### src/rtl/clock_set_ctrl_if.sv
// Front-panel bus between the button pins / prescaler and the set-mode controller.
interface clock_set_ctrl_if;
  logic       tick_1hz;
  logic       btn_mode;
  logic       btn_up;
  logic       btn_down;
  logic       run_en;
  logic [5:0] field_sel;
  logic [5:0] incr;
  logic [5:0] dcr;
  logic       blink;

  // Stimulus side: drives ticks and raw buttons, observes controller outputs.
  modport master (
    output tick_1hz, btn_mode, btn_up, btn_down,
    input  run_en, field_sel, incr, dcr, blink
  );

  // Controller side.
  modport slave (
    input  tick_1hz, btn_mode, btn_up, btn_down,
    output run_en, field_sel, incr, dcr, blink
  );
endinterface

### src/rtl/clock_set_ctrl.sv
// Set-mode controller for the century clock: button sync/debounce, RUN/SET field
// FSM, per-field incr/dcr pulses with auto-repeat, idle timeout and blink control.
module clock_set_ctrl #(
  parameter int DEB_CYCLES = 250000,
  parameter int REP_DLY    = 25000000,
  parameter int REP_PER    = 5000000,
  parameter int TIMEOUT_S  = 10
) (
  input  logic             clk,
  input  logic             rst_n,
  clock_set_ctrl_if.slave  bus
);

  localparam int DW = $clog2(DEB_CYCLES + 1);
  localparam int RW = $clog2(REP_DLY + REP_PER + 1);
  localparam int TW = $clog2(TIMEOUT_S + 2);

  typedef enum logic [2:0] {
    RUN = 3'd0, S_SEC = 3'd1, S_MIN = 3'd2, S_HOUR = 3'd3,
    S_DAY = 3'd4, S_MONTH = 3'd5, S_YEAR = 3'd6
  } state_e;

  // Button index: 0 = mode, 1 = up, 2 = down.
  logic [2:0]    raw, sync1_q, sync2_q, deb_q, deb_prev_q, ev;
  logic [DW-1:0] deb_cnt_q [3];

  state_e        state_q, state_d;
  logic [RW-1:0] rep_cnt_q;
  logic          rep_act_q, rep_dn_q, rep_first_q;
  logic [TW-1:0] idle_q;
  logic          run_en_q, blink_q;
  logic [5:0]    field_sel_q, incr_q, dcr_q;

  logic mode_ev, up_ev, dn_ev, timeout, hold;
  logic sel_hi, oth_hi, held_ok, rep_due, rep_fire, new_up, new_dn, fire_up, fire_dn;

  function automatic logic [5:0] fsel(input state_e s);
    case (s)
      S_SEC:   fsel = 6'b000001;
      S_MIN:   fsel = 6'b000010;
      S_HOUR:  fsel = 6'b000100;
      S_DAY:   fsel = 6'b001000;
      S_MONTH: fsel = 6'b010000;
      S_YEAR:  fsel = 6'b100000;
      default: fsel = 6'b000000;
    endcase
  endfunction

  assign raw = {bus.btn_down, bus.btn_up, bus.btn_mode};

  // Two-flop synchronisers, then a debounce counter per button; the counter only
  // runs while the synced sample disagrees with the current debounced level.
  always_ff @(posedge clk or negedge rst_n) begin
    if (!rst_n) begin
      sync1_q    <= '0;
      sync2_q    <= '0;
      deb_q      <= '0;
      deb_prev_q <= '0;
      for (int b = 0; b < 3; b++) deb_cnt_q[b] <= '0;
    end else begin
      sync1_q    <= raw;
      sync2_q    <= sync1_q;
      deb_prev_q <= deb_q;
      for (int b = 0; b < 3; b++) begin
        if (sync2_q[b] == deb_q[b]) begin
          deb_cnt_q[b] <= '0;
        end else if (deb_cnt_q[b] == DW'(DEB_CYCLES - 1)) begin
          deb_q[b]     <= sync2_q[b];
          deb_cnt_q[b] <= '0;
        end else begin
          deb_cnt_q[b] <= deb_cnt_q[b] + 1'b1;
        end
      end
    end
  end

  // Press events, next state and pulse decisions.
  always_comb begin
    ev      = deb_q & ~deb_prev_q;
    mode_ev = ev[0];
    // A press with the opposite button already down counts as "both held": ignored.
    up_ev   = ev[1] & ~deb_q[2];
    dn_ev   = ev[2] & ~deb_q[1];
    timeout = (TIMEOUT_S != 0) && (idle_q == TW'(TIMEOUT_S));

    state_d = state_q;
    case (state_q)
      RUN:                                   state_d = mode_ev ? S_SEC : RUN;
      S_SEC, S_MIN, S_HOUR, S_DAY, S_MONTH:  state_d = mode_ev ? state_e'(state_q + 3'd1)
                                                     : (timeout ? RUN : state_q);
      S_YEAR:                                state_d = (mode_ev || timeout) ? RUN : S_YEAR;
      default:                               state_d = RUN;
    endcase

    // Pulses only while sitting in a set state that is not about to change.
    hold     = (state_q != RUN) && (state_d == state_q);
    sel_hi   = rep_dn_q ? deb_q[2] : deb_q[1];
    oth_hi   = rep_dn_q ? deb_q[1] : deb_q[2];
    held_ok  = sel_hi & ~oth_hi;
    rep_due  = rep_first_q ? (rep_cnt_q == RW'(REP_DLY - 1)) : (rep_cnt_q == RW'(REP_PER - 1));
    rep_fire = hold & rep_act_q & held_ok & rep_due;
    new_up   = hold & up_ev;
    new_dn   = hold & dn_ev;
    fire_up  = new_up | (rep_fire & ~rep_dn_q);
    fire_dn  = new_dn | (rep_fire & rep_dn_q);
  end

  // FSM state, auto-repeat tracker, idle timer and registered outputs.
  always_ff @(posedge clk or negedge rst_n) begin
    if (!rst_n) begin
      state_q     <= RUN;
      rep_cnt_q   <= '0;
      rep_act_q   <= 1'b0;
      rep_dn_q    <= 1'b0;
      rep_first_q <= 1'b0;
      idle_q      <= '0;
      run_en_q    <= 1'b1;
      field_sel_q <= '0;
      incr_q      <= '0;
      dcr_q       <= '0;
      blink_q     <= 1'b0;
    end else begin
      state_q     <= state_d;
      run_en_q    <= (state_d == RUN);
      field_sel_q <= fsel(state_d);
      incr_q      <= fire_up ? fsel(state_q) : 6'b0;
      dcr_q       <= fire_dn ? fsel(state_q) : 6'b0;

      // Repeat only continues from a fresh press; field change or both-held kills it.
      if (!hold) begin
        rep_act_q <= 1'b0;
        rep_cnt_q <= '0;
      end else if (new_up || new_dn) begin
        rep_act_q   <= 1'b1;
        rep_dn_q    <= new_dn;
        rep_first_q <= 1'b1;
        rep_cnt_q   <= '0;
      end else if (rep_act_q && held_ok) begin
        if (rep_fire) begin
          rep_first_q <= 1'b0;
          rep_cnt_q   <= '0;
        end else begin
          rep_cnt_q <= rep_cnt_q + 1'b1;
        end
      end else begin
        rep_act_q <= 1'b0;
        rep_cnt_q <= '0;
      end

      // Any press clears the idle timer ahead of a coincident tick.
      if (state_d == RUN || (|ev))  idle_q <= '0;
      else if (bus.tick_1hz)        idle_q <= idle_q + 1'b1;

      if (state_d == RUN)                 blink_q <= 1'b0;
      else if (state_d != state_q)        blink_q <= 1'b1;
      else if ((|incr_q) || (|dcr_q))     blink_q <= 1'b1;
      else if (bus.tick_1hz)              blink_q <= ~blink_q;
    end
  end

  assign bus.run_en    = run_en_q;
  assign bus.field_sel = field_sel_q;
  assign bus.incr      = incr_q;
  assign bus.dcr       = dcr_q;
  assign bus.blink     = blink_q;

endmodule

### src/flat_wrapper.sv
// flat-port wrapper written by rule: the top's interface ports become plain ports
module clock_set_ctrl_flat 
#(
  parameter int DEB_CYCLES = 250000,
  parameter int REP_DLY    = 25000000,
  parameter int REP_PER    = 5000000,
  parameter int TIMEOUT_S  = 10
)
  (clk, rst_n, bus_tick_1hz, bus_btn_mode, bus_btn_up, bus_btn_down, bus_run_en, bus_field_sel, bus_incr, bus_dcr, bus_blink);
  clock_set_ctrl_if bus_i ();
  input  logic clk;
  input  logic rst_n;
  input wire logic [$bits(bus_i.tick_1hz)-1:0] bus_tick_1hz;
  input wire logic [$bits(bus_i.btn_mode)-1:0] bus_btn_mode;
  input wire logic [$bits(bus_i.btn_up)-1:0] bus_btn_up;
  input wire logic [$bits(bus_i.btn_down)-1:0] bus_btn_down;
  output wire logic [$bits(bus_i.run_en)-1:0] bus_run_en;
  output wire logic [$bits(bus_i.field_sel)-1:0] bus_field_sel;
  output wire logic [$bits(bus_i.incr)-1:0] bus_incr;
  output wire logic [$bits(bus_i.dcr)-1:0] bus_dcr;
  output wire logic [$bits(bus_i.blink)-1:0] bus_blink;
  assign bus_i.tick_1hz = bus_tick_1hz;
  assign bus_i.btn_mode = bus_btn_mode;
  assign bus_i.btn_up = bus_btn_up;
  assign bus_i.btn_down = bus_btn_down;
  assign bus_run_en = bus_i.run_en;
  assign bus_field_sel = bus_i.field_sel;
  assign bus_incr = bus_i.incr;
  assign bus_dcr = bus_i.dcr;
  assign bus_blink = bus_i.blink;
  clock_set_ctrl #(.DEB_CYCLES(DEB_CYCLES), .REP_DLY(REP_DLY), .REP_PER(REP_PER), .TIMEOUT_S(TIMEOUT_S)) u_core (.clk(clk), .rst_n(rst_n), .bus(bus_i));
endmodule
### config.mk
export PLATFORM = sky130hd
export DESIGN_NAME = clock_set_ctrl_flat
export DESIGN_NICKNAME = d
export VERILOG_FILES = /design/src/rtl/clock_set_ctrl_if.sv /design/src/rtl/clock_set_ctrl.sv /design/src/flat_wrapper.sv
export SDC_FILE = /design/constraint.sdc
export NUM_CORES = 1
export LEC_CHECK = 0
export CAP_MARGIN = 40
export CORE_UTILIZATION = 60
export CTS_BUF_LIST = sky130_fd_sc_hd__clkbuf_16
export DETAILED_ROUTE_END_ITERATION = 8
export PLACE_DENSITY_LB_ADDON = 0.3
export SYNTH_ARGS = -nofsm -noshare
export SYNTH_HDL_FRONTEND = slang
export SYNTH_SLANG_ARGS = --single-unit
### constraint.sdc
create_clock -name clk -period 5.59 [get_ports clk]
set_input_delay 0.8385 -clock clk [delete_from_list [all_inputs] [get_ports clk]]
set_output_delay 0.8385 -clock clk [all_outputs]
set_load 0.02 [all_outputs]
==> impl_summary.log <==
[metrics] crit start category: flip-flop
[metrics] number of failing hold endpoints at the final stage: 0
[metrics] unrepaired setup endpoints after global routing: no
[metrics] total number of vias: 4219
[metrics] DIE HEIGHT: 99.8 um
[metrics] critical path fanouts, max: 25
[metrics] flip-flop and latch count after synthesis: 121
[metrics] Routed WL: 11.0 mm
[metrics] Final Worst Setup Slack: 2.74 ns
[metrics] Sum Neg Setup Slack: 0 ns
[metrics] most instantiated library cell after synthesis: dfrtp_1
[metrics] share of Yosys cell area claimed by the top area cell type: 52.3%
[metrics] peak supply drop: 198 uV
[metrics] clock network fraction of design power: 53.6%
[metrics] Placed Instances: 721
[metrics] Post-synth EDFFs: 0
[metrics] Setup Skew: 0.00875 ns
[metrics] slowest stage delay, CP: 0.51 ns
[metrics] switching fraction of total power: 20.9%
[metrics] sequential share of power: 44.4%
[metrics] number of cells upsized or downsized after cts: 0
[metrics] shortest period the worst path allows: 2.85 ns
[metrics] top flip-flop cell by instance count after synthesis: dfrtp_1
[metrics] async set or reset register ratio after synthesis: 100%
[metrics] global-route wire length before repair: 19.0 mm
[metrics] final cell count without fillers: 753
[metrics] R2R depth: 7
[metrics] Worst EP arrival: 3.17 ns
[metrics] Cell variety after synth: 50
[metrics] number of logic stages on the critical path including buffering: 7
[metrics] initial antenna violation count: 0
[metrics] Crit. Startpoint: u_core.state_q[2]$_DFF_PN0_
[metrics] switching power: 0.419 mW
[metrics] relative slew slack: 52.4%
[metrics] post-CTS clock slew at the launch and capture registers of the worst setup and hold paths: 0.05 ns
[metrics] antenna diode count: 0
[metrics] total grt overflow: 0
[metrics] number of buffers inserted during clock tree synthesis: 17
[metrics] CTS H-tree depth: 4
[metrics] Max clock buf depth: 2
[metrics] area of the core: 9240 um2
[metrics] net count of the mapped netlist: 596
[metrics] clock tree from TritonCTS: built
[metrics] pin count of the biggest net entering global routing: 49
[metrics] worst setup slack before clock tree synthesis: 2.80 ns
[metrics] last weighted congestion value of the routability-driven placer: 0.937
[metrics] category of the worst setup path capture point: flip-flop
[metrics] count of clock tree sinks: 121
[metrics] Routed WL per cell: 14.7 um
[metrics] IO Count: 26
[metrics] post-route DRC violation count: 0
[metrics] master of the slowest instance on the critical path: dfrtp_1
[metrics] portion of the post-synthesis area used by sequential elements: 52.8%
[metrics] Static Leak: 2.81 nW
[metrics] Hold WS: 0.355 ns
[metrics] filler cell count: 639
[metrics] combinational power share: 2.0%
[metrics] commonest cells in the netlist: dfrtp_1, nor2_1, nand2_1
[metrics] required time of the critical path: 5.91 ns
[metrics] largest cells by area after synthesis: dfrtp_1, nor2_1, xor2_1
[metrics] endpoint of the worst-slack reg-to-reg timing path: u_core.rep_cnt_q[22]$_DFF_PN0_
[metrics] total area of sequential cells: 3030 um2
[metrics] Starting Density: 62.1%
[metrics] layout cell share with drive strength beyond 1: 6.73%
[metrics] internal power: 1.59 mW
[metrics] Skew-Pair Late Insertion Delay: 0.41 ns
[metrics] Critical path destination: u_core.rep_cnt_q[22]$_DFF_PN0_
[metrics] Die Outline Area: 9970 um2
[metrics] routed vias/inst: 5.60
[metrics] post-DP HPWL: 7.13 mm
[metrics] post-CTS setup buffers: 0
[metrics] iteration count of the initial detailed-routing pass: 4
[metrics] average footprint of a synthesized cell: 9.92 um2
[metrics] number of synthesis warnings: 0
[metrics] part of the cycle the worst path needs: 51.0%
[metrics] number of cells produced by synthesis: 579
[metrics] path type of the worst min-delay path: reg -> reg
[metrics] Port-buffer cells: 25
[metrics] First DRT Iteration DRCs: 179
[metrics] post-route antenna net violation count: 0
[metrics] number of max-slew violations in the final report: 0
[metrics] register-to-register setup slack: 2.74 ns
[metrics] vias in the first global route: 4134
[metrics] maximum clock frequency: 0.351 GHz
[metrics] worst path cell trace: inv_1 -> ha_1 -> or3b_2 -> a31oi_1 -> o2111a_1 -> nand3_4 -> nor2_1
[metrics] count of max-cap constraint violations: 0
[metrics] cell taking the most area after synthesis: dfrtp_1
[metrics] root buf cell: clkbuf_16
[metrics] synthesis-to-finish area growth: 16.5%
[metrics] placement row count: 35
[metrics] cell family with most CP delay: simple AND/OR/NAND/NOR gates
[metrics] final setup violation count: 0
[metrics] Die X-Extent: 99.8 um
[metrics] count of buffering cells on the critical path with inverters included: 1
[metrics] fin nets: 628
[metrics] source of the worst register-to-register timing path: u_core.state_q[2]$_DFF_PN0_
[metrics] Crit Path Class: reg -> reg
[metrics] power density of the placed cells: 300 nW/um2
[metrics] transition at the pin with the smallest max-transition slack: 0.714 ns
[metrics] cell area after synthesis: 5740 um2
[metrics] area taken by multi-input logic gates: 2570 um2
[metrics] overall fraction of global-route tracks in use: 24.5%
[metrics] placement-stage cell area: 6100 um2
[metrics] post-route standard cell area excluding fillers: 6690 um2
[metrics] hold bufs inserted after CTS: 0
[metrics] result of the run: complete, no violations
layer usage:
metal	vias up	track usage [%]	share of wire [%]
li1	2038	-	-
met1	2084	31.9	45
met2	83	39.5	50
met3	14	5.99	3.5
met4	0	10.1	1.2
met5	-	0	0
per-stage QoR:
stage | util, % | total power [mW]
final | 72.4 | 2.01
after floorplan | - | 0.919
after detailed placement | 66.0 | 0.946
after CTS | 72.4 | 2.02
after global routing | 72.4 | 2.07
after global placement | 65.8 | 0.942
kinds of logic after synthesis:
logic type	after synthesis	synth area share [%]
compound gates	31	4.18
simple gates	306	25.9
buf+inv	30	2.40
mux	4	0.763
flops	121	52.8
xor+xnor	76	11.6
fa+ha+maj	11	2.40
power by group through the flow:
stage / clock network (mW) / registers [mW] / logic [mW]
CTS: 1.09 / 0.890 / 0.0409
floorplan: 0 / 0.904 / 0.0146
global route: 1.13 / 0.891 / 0.0458
finish: 1.08 / 0.891 / 0.0393
detailed placement: 0 / 0.905 / 0.0404
global placement: 0 / 0.905 / 0.0370
layout by cell type (no fill, tap or decap), types with 4 or more instances in the layout:
cell             netlist  layout
a21oi_1                7       7
and2_1                 6       6
and3_1                10      10
and4_1                 9       9
clkbuf_16              0      17
clkdlybuf4s50_1        0      24
clkinv_1               0       4
dfrtp_1              120     120
ha_1                  11      11
inv_1                 16      17
nand2_1               52      52
nand2b_1               7       7
nand3_1               43      43
nand3b_1               5       5
nand4_1               13      13
nor2_1               117     117
nor3_1                17      17
nor4_1                11      11
nor4b_1                4       4
xnor2_1               32      32
xor2_1                44      44
cell type report:
type | count | share of cell area, %
inverter | 16 | 0.898
clock buffer | 17 | 6.36
timing repair buffer | 27 | 4.12
tap | 129 | 2.41
sequential | 121 | 45.3
clock inverter | 15 | 2.40
multi-input combinational | 428 | 38.5
registers in the layout (all words and copies together) (netlist names):
| signal | count |
|---|---|
| u_core.bus.blink | 1 |
| u_core.bus.run_en | 1 |
| u_core.rep_cnt_q | 25 |
| u_core.rep_first_q | 1 |
| u_core.state_q | 3 |
| u_core.sync2_q | 3 |
| u_core.deb_q | 3 |
| u_core.sync1_q | 3 |
| u_core.deb_prev_q | 3 |
| u_core.bus.incr | 6 |
| u_core.deb_cnt_q | 54 |
| u_core.bus.field_sel | 6 |
| u_core.rep_act_q | 1 |
| u_core.rep_dn_q | 1 |
| u_core.idle_q | 4 |
| u_core.bus.dcr | 6 |
worst min path at each step:
stage                                start                     endpoint  cells after the start
2_1_floorplan  u_core.sync1_q[0]$_DFF_PN0_  u_core.sync2_q[0]$_DFF_PN0_                      0
3_3_place_gp   u_core.sync1_q[0]$_DFF_PN0_  u_core.sync2_q[0]$_DFF_PN0_                      0
3_5_place_dp   u_core.sync1_q[0]$_DFF_PN0_  u_core.sync2_q[0]$_DFF_PN0_                      0
4_1_cts        u_core.sync1_q[0]$_DFF_PN0_  u_core.sync2_q[0]$_DFF_PN0_                      0
5_1_grt        u_core.sync1_q[0]$_DFF_PN0_  u_core.sync2_q[0]$_DFF_PN0_                      0
6_report       u_core.sync1_q[0]$_DFF_PN0_  u_core.sync2_q[0]$_DFF_PN0_                      0
Power figures use the tool's default switching activity.
